--- config.mk ---
export PLATFORM = sky130hd
export DESIGN_NAME = dtack_generator_flat
export DESIGN_NICKNAME = d
export VERILOG_FILES = /design/src/rtl/dtack_generator_pkg.sv /design/src/rtl/dtack_generator_if.sv /design/src/rtl/dtack_generator_ws_counter.sv /design/src/rtl/dtack_generator.sv /design/src/flat_wrapper.sv
export SDC_FILE = /design/constraint.sdc
export NUM_CORES = 1
export LEC_CHECK = 0
export CAP_MARGIN = 20
export CORE_AREA = 8 8 45 47
export CTS_CLUSTER_SIZE = 28
export DETAILED_ROUTE_END_ITERATION = 7
export DIE_AREA = 0 0 53 55
export PLACE_DENSITY = 0.71
export SYNTH_ARGS = -nofsm -noshare
export SYNTH_HDL_FRONTEND = slang
export SYNTH_SLANG_ARGS = --single-unit
--- constraint.sdc ---
create_clock -name clk -period 1.92 [get_ports clk]
set_clock_uncertainty 0.2 [all_clocks]
set_input_delay 0.384 -clock clk [delete_from_list [all_inputs] [get_ports clk]]
set_output_delay 0.384 -clock clk [all_outputs]
set_load 0.02 [all_outputs]
--- src/rtl/dtack_generator_pkg.sv ---
// dtack_generator_pkg: FSM state and region encodings shared by the DTACK generator files.
package dtack_generator_pkg;
  typedef enum logic [1:0] {IDLE = 2'd0, WAIT = 2'd1, ACK = 2'd2} state_t;
  typedef enum logic [1:0] {REG_RAM = 2'd0, REG_ROM = 2'd1, REG_UART = 2'd2, REG_PIT = 2'd3} region_t;
endpackage

--- src/rtl/dtack_generator_if.sv ---
// dtack_generator_if: decoder selects, address strobe and DTACK status bundle.
// DTACK_PERIPH_ACK_EN adds the peripheral chip's own DTACK input.
interface dtack_generator_if;
  logic as_n, ram_sel_n, rom_sel_n, uart_sel_n, pit_sel_n;
  logic dtack_n, busy;
  logic [1:0] region;
`ifdef DTACK_PERIPH_ACK_EN
  logic periph_dtack_n;
  modport master (output as_n, ram_sel_n, rom_sel_n, uart_sel_n, pit_sel_n, periph_dtack_n,
                  input dtack_n, busy, region);
  modport slave (input as_n, ram_sel_n, rom_sel_n, uart_sel_n, pit_sel_n, periph_dtack_n,
                 output dtack_n, busy, region);
`else
  modport master (output as_n, ram_sel_n, rom_sel_n, uart_sel_n, pit_sel_n,
                  input dtack_n, busy, region);
  modport slave (input as_n, ram_sel_n, rom_sel_n, uart_sel_n, pit_sel_n,
                 output dtack_n, busy, region);
`endif
endinterface

--- src/rtl/dtack_generator_ws_counter.sv ---
// ws_counter: loadable down counter that saturates at zero, with zero/one flags.
module ws_counter #(
  parameter int WS_W = 4
) (
  input  logic            clk,
  input  logic            rst,
  input  logic            load_i,
  input  logic            dec_i,
  input  logic [WS_W-1:0] load_val_i,
  output logic            is_zero_o,
  output logic            is_one_o
);
  logic [WS_W-1:0] cnt_q, cnt_d;
  always_comb cnt_d = load_i ? load_val_i : (dec_i && cnt_q != '0) ? cnt_q - 1'b1 : cnt_q;
  always_ff @(posedge clk or posedge rst)
    if (rst) cnt_q <= '0;
    else cnt_q <= cnt_d;
  assign is_zero_o = cnt_q == '0;
  assign is_one_o = cnt_q == WS_W'(1);
endmodule

--- src/rtl/dtack_generator.sv ---
// dtack_generator: registered active-low DTACK after per-region wait states, held until AS ends.
// DTACK_PERIPH_ACK_EN lets a synchronised peripheral DTACK end UART/PIT waits early.
module dtack_generator
  import dtack_generator_pkg::*;
#(
  parameter int WS_W    = 4,
  parameter int RAM_WS  = 0,
  parameter int ROM_WS  = 1,
  parameter int UART_WS = 3,
  parameter int PIT_WS  = 2
) (
  input logic clk,
  input logic rst,
  dtack_generator_if.slave bus
);
  state_t state_q, state_d;
  region_t region_q, region_d, sel_region;
  logic [WS_W-1:0] sel_ws;
  logic active, start, lat_sel_n, cnt_zero, cnt_one, early;
  always_comb begin
    sel_region = !bus.ram_sel_n ? REG_RAM : !bus.rom_sel_n ? REG_ROM : !bus.uart_sel_n ? REG_UART : REG_PIT;
    sel_ws = sel_region == REG_RAM ? WS_W'(RAM_WS) : sel_region == REG_ROM ? WS_W'(ROM_WS) :
             sel_region == REG_UART ? WS_W'(UART_WS) : WS_W'(PIT_WS);
    active = !bus.as_n && !(&{bus.ram_sel_n, bus.rom_sel_n, bus.uart_sel_n, bus.pit_sel_n});
    start = state_q == IDLE && active;
    lat_sel_n = region_q == REG_RAM ? bus.ram_sel_n : region_q == REG_ROM ? bus.rom_sel_n :
                region_q == REG_UART ? bus.uart_sel_n : bus.pit_sel_n;
    region_d = start ? sel_region : region_q;
  end
`ifdef DTACK_PERIPH_ACK_EN
  logic [1:0] psync_q;
  always_ff @(posedge clk or posedge rst)
    if (rst) psync_q <= 2'b11;
    else psync_q <= {psync_q[0], bus.periph_dtack_n};
  assign early = !psync_q[1] && (region_q == REG_UART || region_q == REG_PIT);
`else
  assign early = 1'b0;
`endif
  ws_counter #(.WS_W(WS_W)) u_cnt (
    .clk        (clk),
    .rst        (rst),
    .load_i     (start),
    .dec_i      (state_q == WAIT),
    .load_val_i (sel_ws),
    .is_zero_o  (cnt_zero),
    .is_one_o   (cnt_one)
  );
  always_ff @(posedge clk or posedge rst)
    if (rst) begin
      state_q  <= IDLE;
      region_q <= REG_RAM;
    end else begin
      state_q  <= state_d;
      region_q <= region_d;
    end
  // abort takes precedence over expiry so a dropped strobe never yields a late DTACK
  always_comb
    case (state_q)
      IDLE:    state_d = !active ? IDLE : sel_ws == '0 ? ACK : WAIT;
      WAIT:    state_d = (bus.as_n || lat_sel_n) ? IDLE : (cnt_one || cnt_zero || early) ? ACK : WAIT;
      ACK:     state_d = bus.as_n ? IDLE : ACK;
      default: state_d = IDLE;
    endcase
  always_comb begin
    bus.dtack_n = state_q != ACK;
    bus.busy    = state_q != IDLE;
    bus.region  = region_q;
  end
endmodule
--- src/flat_wrapper.sv ---
// flat-port wrapper written by rule: the top's interface ports become plain ports
module dtack_generator_flat import dtack_generator_pkg::*;
#(
  parameter int WS_W    = 4,
  parameter int RAM_WS  = 0,
  parameter int ROM_WS  = 1,
  parameter int UART_WS = 3,
  parameter int PIT_WS  = 2
)
  (clk, rst, bus_as_n, bus_ram_sel_n, bus_rom_sel_n, bus_uart_sel_n, bus_pit_sel_n, bus_dtack_n, bus_busy, bus_region);
  dtack_generator_if bus_i ();
  input logic clk;
  input logic rst;
  input wire logic [$bits(bus_i.as_n)-1:0] bus_as_n;
  input wire logic [$bits(bus_i.ram_sel_n)-1:0] bus_ram_sel_n;
  input wire logic [$bits(bus_i.rom_sel_n)-1:0] bus_rom_sel_n;
  input wire logic [$bits(bus_i.uart_sel_n)-1:0] bus_uart_sel_n;
  input wire logic [$bits(bus_i.pit_sel_n)-1:0] bus_pit_sel_n;
  output wire logic [$bits(bus_i.dtack_n)-1:0] bus_dtack_n;
  output wire logic [$bits(bus_i.busy)-1:0] bus_busy;
  output wire logic [$bits(bus_i.region)-1:0] bus_region;
  assign bus_i.as_n = bus_as_n;
  assign bus_i.ram_sel_n = bus_ram_sel_n;
  assign bus_i.rom_sel_n = bus_rom_sel_n;
  assign bus_i.uart_sel_n = bus_uart_sel_n;
  assign bus_i.pit_sel_n = bus_pit_sel_n;
  assign bus_dtack_n = bus_i.dtack_n;
  assign bus_busy = bus_i.busy;
  assign bus_region = bus_i.region;
  dtack_generator #(.WS_W(WS_W), .RAM_WS(RAM_WS), .ROM_WS(ROM_WS), .UART_WS(UART_WS), .PIT_WS(PIT_WS)) u_core (.clk(clk), .rst(rst), .bus(bus_i));
endmodule
# ---- Yosys cells after proc, flatten, opt, wreduce, memory -nomap -nowiden
# Index checks and enable logic that the tools add are counted.
dict set report classes {
  mux 17
  n_reduce_logical 16
  add_sub_neg 1
  n_eq_ne 8
}
# op count
set op_table {}
lappend op_table {{$mux 4} 4}
lappend op_table {{$mux 2} 7}
lappend op_table {{$logic_not 4->1} 2}
lappend op_table {{$eq 2x1->1 const B} 3}
lappend op_table {{$eq 2x2->1 const B} 3}
lappend op_table {{$logic_not 2->1} 3}
lappend op_table {{$pmux 2 s3} 1}
lappend op_table {{$mux 1} 5}
lappend op_table {{$eq 4x1->1 const B} 1}
lappend op_table {{$reduce_and 4->1} 1}
lappend op_table {{$reduce_bool 2->1} 2}
lappend op_table {{$reduce_bool 4->1} 1}
lappend op_table {{$sub 4x1->4 const B} 1}
lappend op_table {{$logic_and 1x1->1} 3}
lappend op_table {{$logic_not 1->1} 2}
lappend op_table {{$logic_or 1x1->1} 2}
lappend op_table {{$ne 2x2->1 const B} 1}
dict set report totals {
  in_bits 7
  register_bits 8
  word_cells 45
}

# ---- Logic depth before layout (Yosys ltp)
dict set report depth {
  depth_word 11
  depth_mapped 5
  depth_no_buf 5
}

# ---- Modules after synthesis
# A second synthesis with hierarchy kept.
dict set report unflattened {
  cells_unflattened 58
  area_unflattened_um2 565.5
}
# mod area_per_inst_um2 n_inst seq_area_each_um2 cells_each
set by_module_without_submodules {}
lappend by_module_without_submodules {dtack_generator 291.5 1 100.1 27}
lappend by_module_without_submodules {ws_counter 274.0 1 100.1 31}

# ---- Worst setup path after synthesis
# No wires, ideal clock.
dict set report synth_path {
  kind {reg2reg}
  startpoint {reg u_core.u_cnt.cnt_q[0]}
  endpoint {reg u_core.u_cnt.cnt_q[1]}
  n_path_buf 0
  setup_time_ns 0.132
  slack_ns 0.246
  arrival_ns 1.342
  required_ns 1.588
  stages_incl_launch_ff 6
  path_cell_list {dfrtp_1 > inv_1 > ha_1 > or3b_2 > a21oi_1 > o22ai_1}
}
dict set report synth_via {
  elab_chain_cells 3
}
# element line
set synth_lines {}
lappend synth_lines {{start: declaration} dtack_generator_ws_counter.sv:13} ;# logic [WS_W-1:0] cnt_q, cnt_d;
lappend synth_lines {{start signal: assignment} dtack_generator_ws_counter.sv:17} ;# else cnt_q <= cnt_d;
lappend synth_lines {{$sub 4x1->4 or $reduce_bool 4->1 (tied branches)} dtack_generator_ws_counter.sv:14} ;# always_comb cnt_d = load_i ? load_val_i : (dec_i && cnt_q != '0) ? cnt_q - 1'b1 : cnt_q;
lappend synth_lines {{$mux 4 or $logic_and 1x1->1 (tied branches)} dtack_generator_ws_counter.sv:14}
lappend synth_lines {{$mux 4 or $reduce_bool 2->1 (tied branches)} n/a}
# Several ways; a longest one is shown, not always the timed one. The select of a mux whose other input is x is not followed.
# A chain may end at the register's enable or synchronous reset.

# ---- Worst setup path after layout
dict set report layout_path {
  startpoint {reg u_core.state_q[0]}
  endpoint {out bus_busy}
}
dict set report layout_via {
  elab_chain_cells 1
}
# element line
set layout_lines {}
lappend layout_lines {{start: declaration} dtack_generator.sv:16} ;# state_t state_q, state_d;
lappend layout_lines {{start signal: assignment} dtack_generator.sv:53} ;# state_q <= state_d;
lappend layout_lines {{$reduce_bool 2->1} dtack_generator.sv:66} ;# bus.busy = state_q != IDLE;
lappend layout_lines {{end: declaration} flat_wrapper.sv:20} ;# output wire logic [$bits(bus_i.busy)-1:0] bus_busy;
# No other way between the ends.

==> impl_metrics.json <==
{
  "outcome": "completed",
  "std_cell_rows": 14,
  "ys_ff_latch": 8,
  "first_iter_violations": 13,
  "cts_buffers": 3,
  "drive_above_1_share": 0.205,
  "holdWs_ns": 0.197,
  "drc": 0,
  "die_h_microns": 55,
  "n_antenna_cell": 0,
  "p_leak_nw": 0.313,
  "critPathBufInv": 1,
  "postCtsSetupBuffers": 0,
  "multi_input_area_sq_um": 299,
  "reg2reg_slack_ns": 0.12,
  "cp_cell_sequence": "or2_2 > clkdlybuf4s15_1",
  "rsz0062_at_grt": "false",
  "hp-class": "in -> async",
  "fin_crit_sh": 0.961,
  "grt_max_degree": 9,
  "cts.sinks": 8,
  "htreeDepth": 1,
  "grtUsageTotal": 0.0981,
  "final_max_slew_viol_count": 0,
  "place_ws_ns": -0.0971,
  "dp_hpwl_microns": 916,
  "max_freq_mhz": 542,
  "ys_seq_area_frac": 0.378,
  "die_w_microns": 53,
  "async_flop_share": 1.00,
  "dieArea_sq_mm": 0.00292,
  "synth_edf_count": 0,
  "max_slew.worst_pin.slew_ns": 0.343,
  "cp-end-kind": "output port",
  "reg2reg_to": "u_core.u_cnt.cnt_q[1]",
  "slowest_stage": "dfrtp_1",
  "cpPeakStageDelay_ns": 0.42,
  "design.core.area_sq_mm": 0.00138,
  "dr.pass1.iters": 4,
  "clock_latency_ns": 0.26,
  "path_class": "reg -> out",
  "n_fill_cell": 132,
  "ant_nets": 0,
  "synth_ff_type": "dfrtp_1",
  "fin_ws_ns": 0.0749,
  "grt_pass1_vias": 490,
  "worstSetupStartpointType": "register",
  "synth_nets": 67,
  "initial_core_util": 0.382,
  "nNetsFinal": 85,
  "power_density_mw_per_mm2": 1180,
  "port_buffers": 10,
  "synth.distinct_cells": 28,
  "post-route-min-period_ns": 1.85,
  "wl_per_cell_microns": 13.3,
  "overflow": 0,
  "synth_area_sq_um": 529,
  "ys_warn_count": 0,
  "path_delay_family": "flip-flops",
  "worst_ep_arrival_time_ns": 1.26,
  "cts_tree": "built",
  "worstPathRequired_ns": 1.34,
  "rr_startpoint": "u_core.u_cnt.cnt_q[0]",
  "antenna_found_initial": 0,
  "root_buffer": "clkbuf_4",
  "finalHoldViolations": 0,
  "area_delta_synth_final_pct": 32.4,
  "synth_area_per_cell_sq_um": 9.29,
  "grt_first_pass_wirelength_mm": 2.10,
  "setup_viol": 0,
  "fin_util": 0.506,
  "regArea_sq_um": 200,
  "via_per_inst": 5.35,
  "clk_pin_slew_ns": 0.06,
  "routed_wirelength_mm": 1.19,
  "maxCapViolations": 0,
  "relSlewSlack": 0.771,
  "rr_worst_depth": 5,
  "clockBufferDepth": 2,
  "ioPinCount": 11,
  "crit_fanout": 6,
  "design_power_total_w": 0.000830,
  "synthCells": 57,
  "vias": 476,
  "peakVddDrop_v": 0.000614,
  "gp_congestion": 0.867
}
-- synth_stat cells, types with 2 or more instances --
master   instances  area share
ha_1             3       0.071
nor3b_1          2       0.028
or3_1            2       0.024
buf_2            2       0.019
o21ai_0          6       0.057
a21oi_1          2       0.019
o21ai_1          2       0.019
dfrtp_1          8        0.38
inv_1            6       0.043
nor2_1           2       0.014
nand3_1          2       0.019
nor3_1           4       0.038
-- timing repair --
| action | CTS | global route |
|---|---|---|
| gates cloned | 0 | 0 |
| setup endpoints to repair | 2 | 3 |
| gates resized for setup | 2 | 3 |
| hold buffers | 0 | 0 |
-- report_power, final --
| part | switching [W] | total (W) | internal, W |
|---|---|---|---|
| Sequential | 0.0000626 | 0.000287 | 0.000224 |
| Combinational | 0.000207 | 0.000415 | 0.000208 |
| Clock | 0.0000570 | 0.000128 | 0.0000715 |
-- stage by stage --
step | cells | TNS [ns] | instance area [sq um]
6_report | 89 | 0 | 701
3_5_place_dp | 86 | -0.332 | 677
2_1_floorplan | 57 | 0 | 529
3_3_place_gp | 86 | -0.168 | 677
4_1_cts | 89 | 0 | 697
5_1_grt | 89 | 0 | 701
-- worst reg2reg max path: stages, from the launching register on --
cell     delay [ns]
dfrtp_1        0.42
inv_1          0.09
ha_2           0.21
or3b_2         0.48
a21oi_1        0.17
o22ai_1        0.10
-- sequential cells by signal, summed over array words and instances (netlist names) --
register,cells
u_core.u_cnt.cnt_q,4
u_core.state_q,2
u_core.bus.region,2
-- worst max path at each step --
stage | from | endpoint | slack [ns] | cells after the start
2_1_floorplan | u_core.u_cnt.cnt_q[0] | u_core.u_cnt.cnt_q[1] | 0.25 | 5
3_3_place_gp | bus_ram_sel_n | u_core.state_q[0] | -0.09 | 4
3_5_place_dp | bus_ram_sel_n | u_core.state_q[0] | -0.1 | 4
4_1_cts | u_core.state_q[0] | bus_busy | 0.03 | 2
5_1_grt | u_core.state_q[0] | bus_busy | 0.005 | 2
6_report | u_core.state_q[0] | bus_busy | 0.07 | 2
-- cells in the final DEF, fill, tap and decap left out, types with 3 or more instances in the layout --
master           Yosys  routed
nor3_1               4       4
inv_1                6       6
o21ai_1              2       3
buf_4                0       5
dfrtp_1              8       8
clkdlybuf4s50_1      0       8
clkbuf_4             0       3
o21ai_0              6       5
-- metal layers --
| metal | GRT usage | up-vias | routed length [microns] |
|---|---|---|---|
| met4 | 0.0259 | 0 | 0 |
| met5 | 0 | - | 0 |
| met1 | 0.123 | 223 | 568 |
| li1 | - | 242 | - |
| met2 | 0.145 | 11 | 542 |
| met3 | 0.0508 | 0 | 76 |
-- cell type report --
type,count,area share
Sequential cell,8,0.286
Multi-Input combinational cell,41,0.427
Inverter,6,0.0321
Clock buffer,3,0.0321
Timing Repair Buffer,15,0.195
Tap cell,16,0.0286
-- cells by family after synthesis --
group	count (synthesis)	synth area share
compound gates	15	0.177
simple gates	21	0.251
buf+inv	8	0.0615
fa+ha+maj	3	0.0709
flops	8	0.378
mux	2	0.0615
No activity file was read; power rests on OpenSTA's default activity.
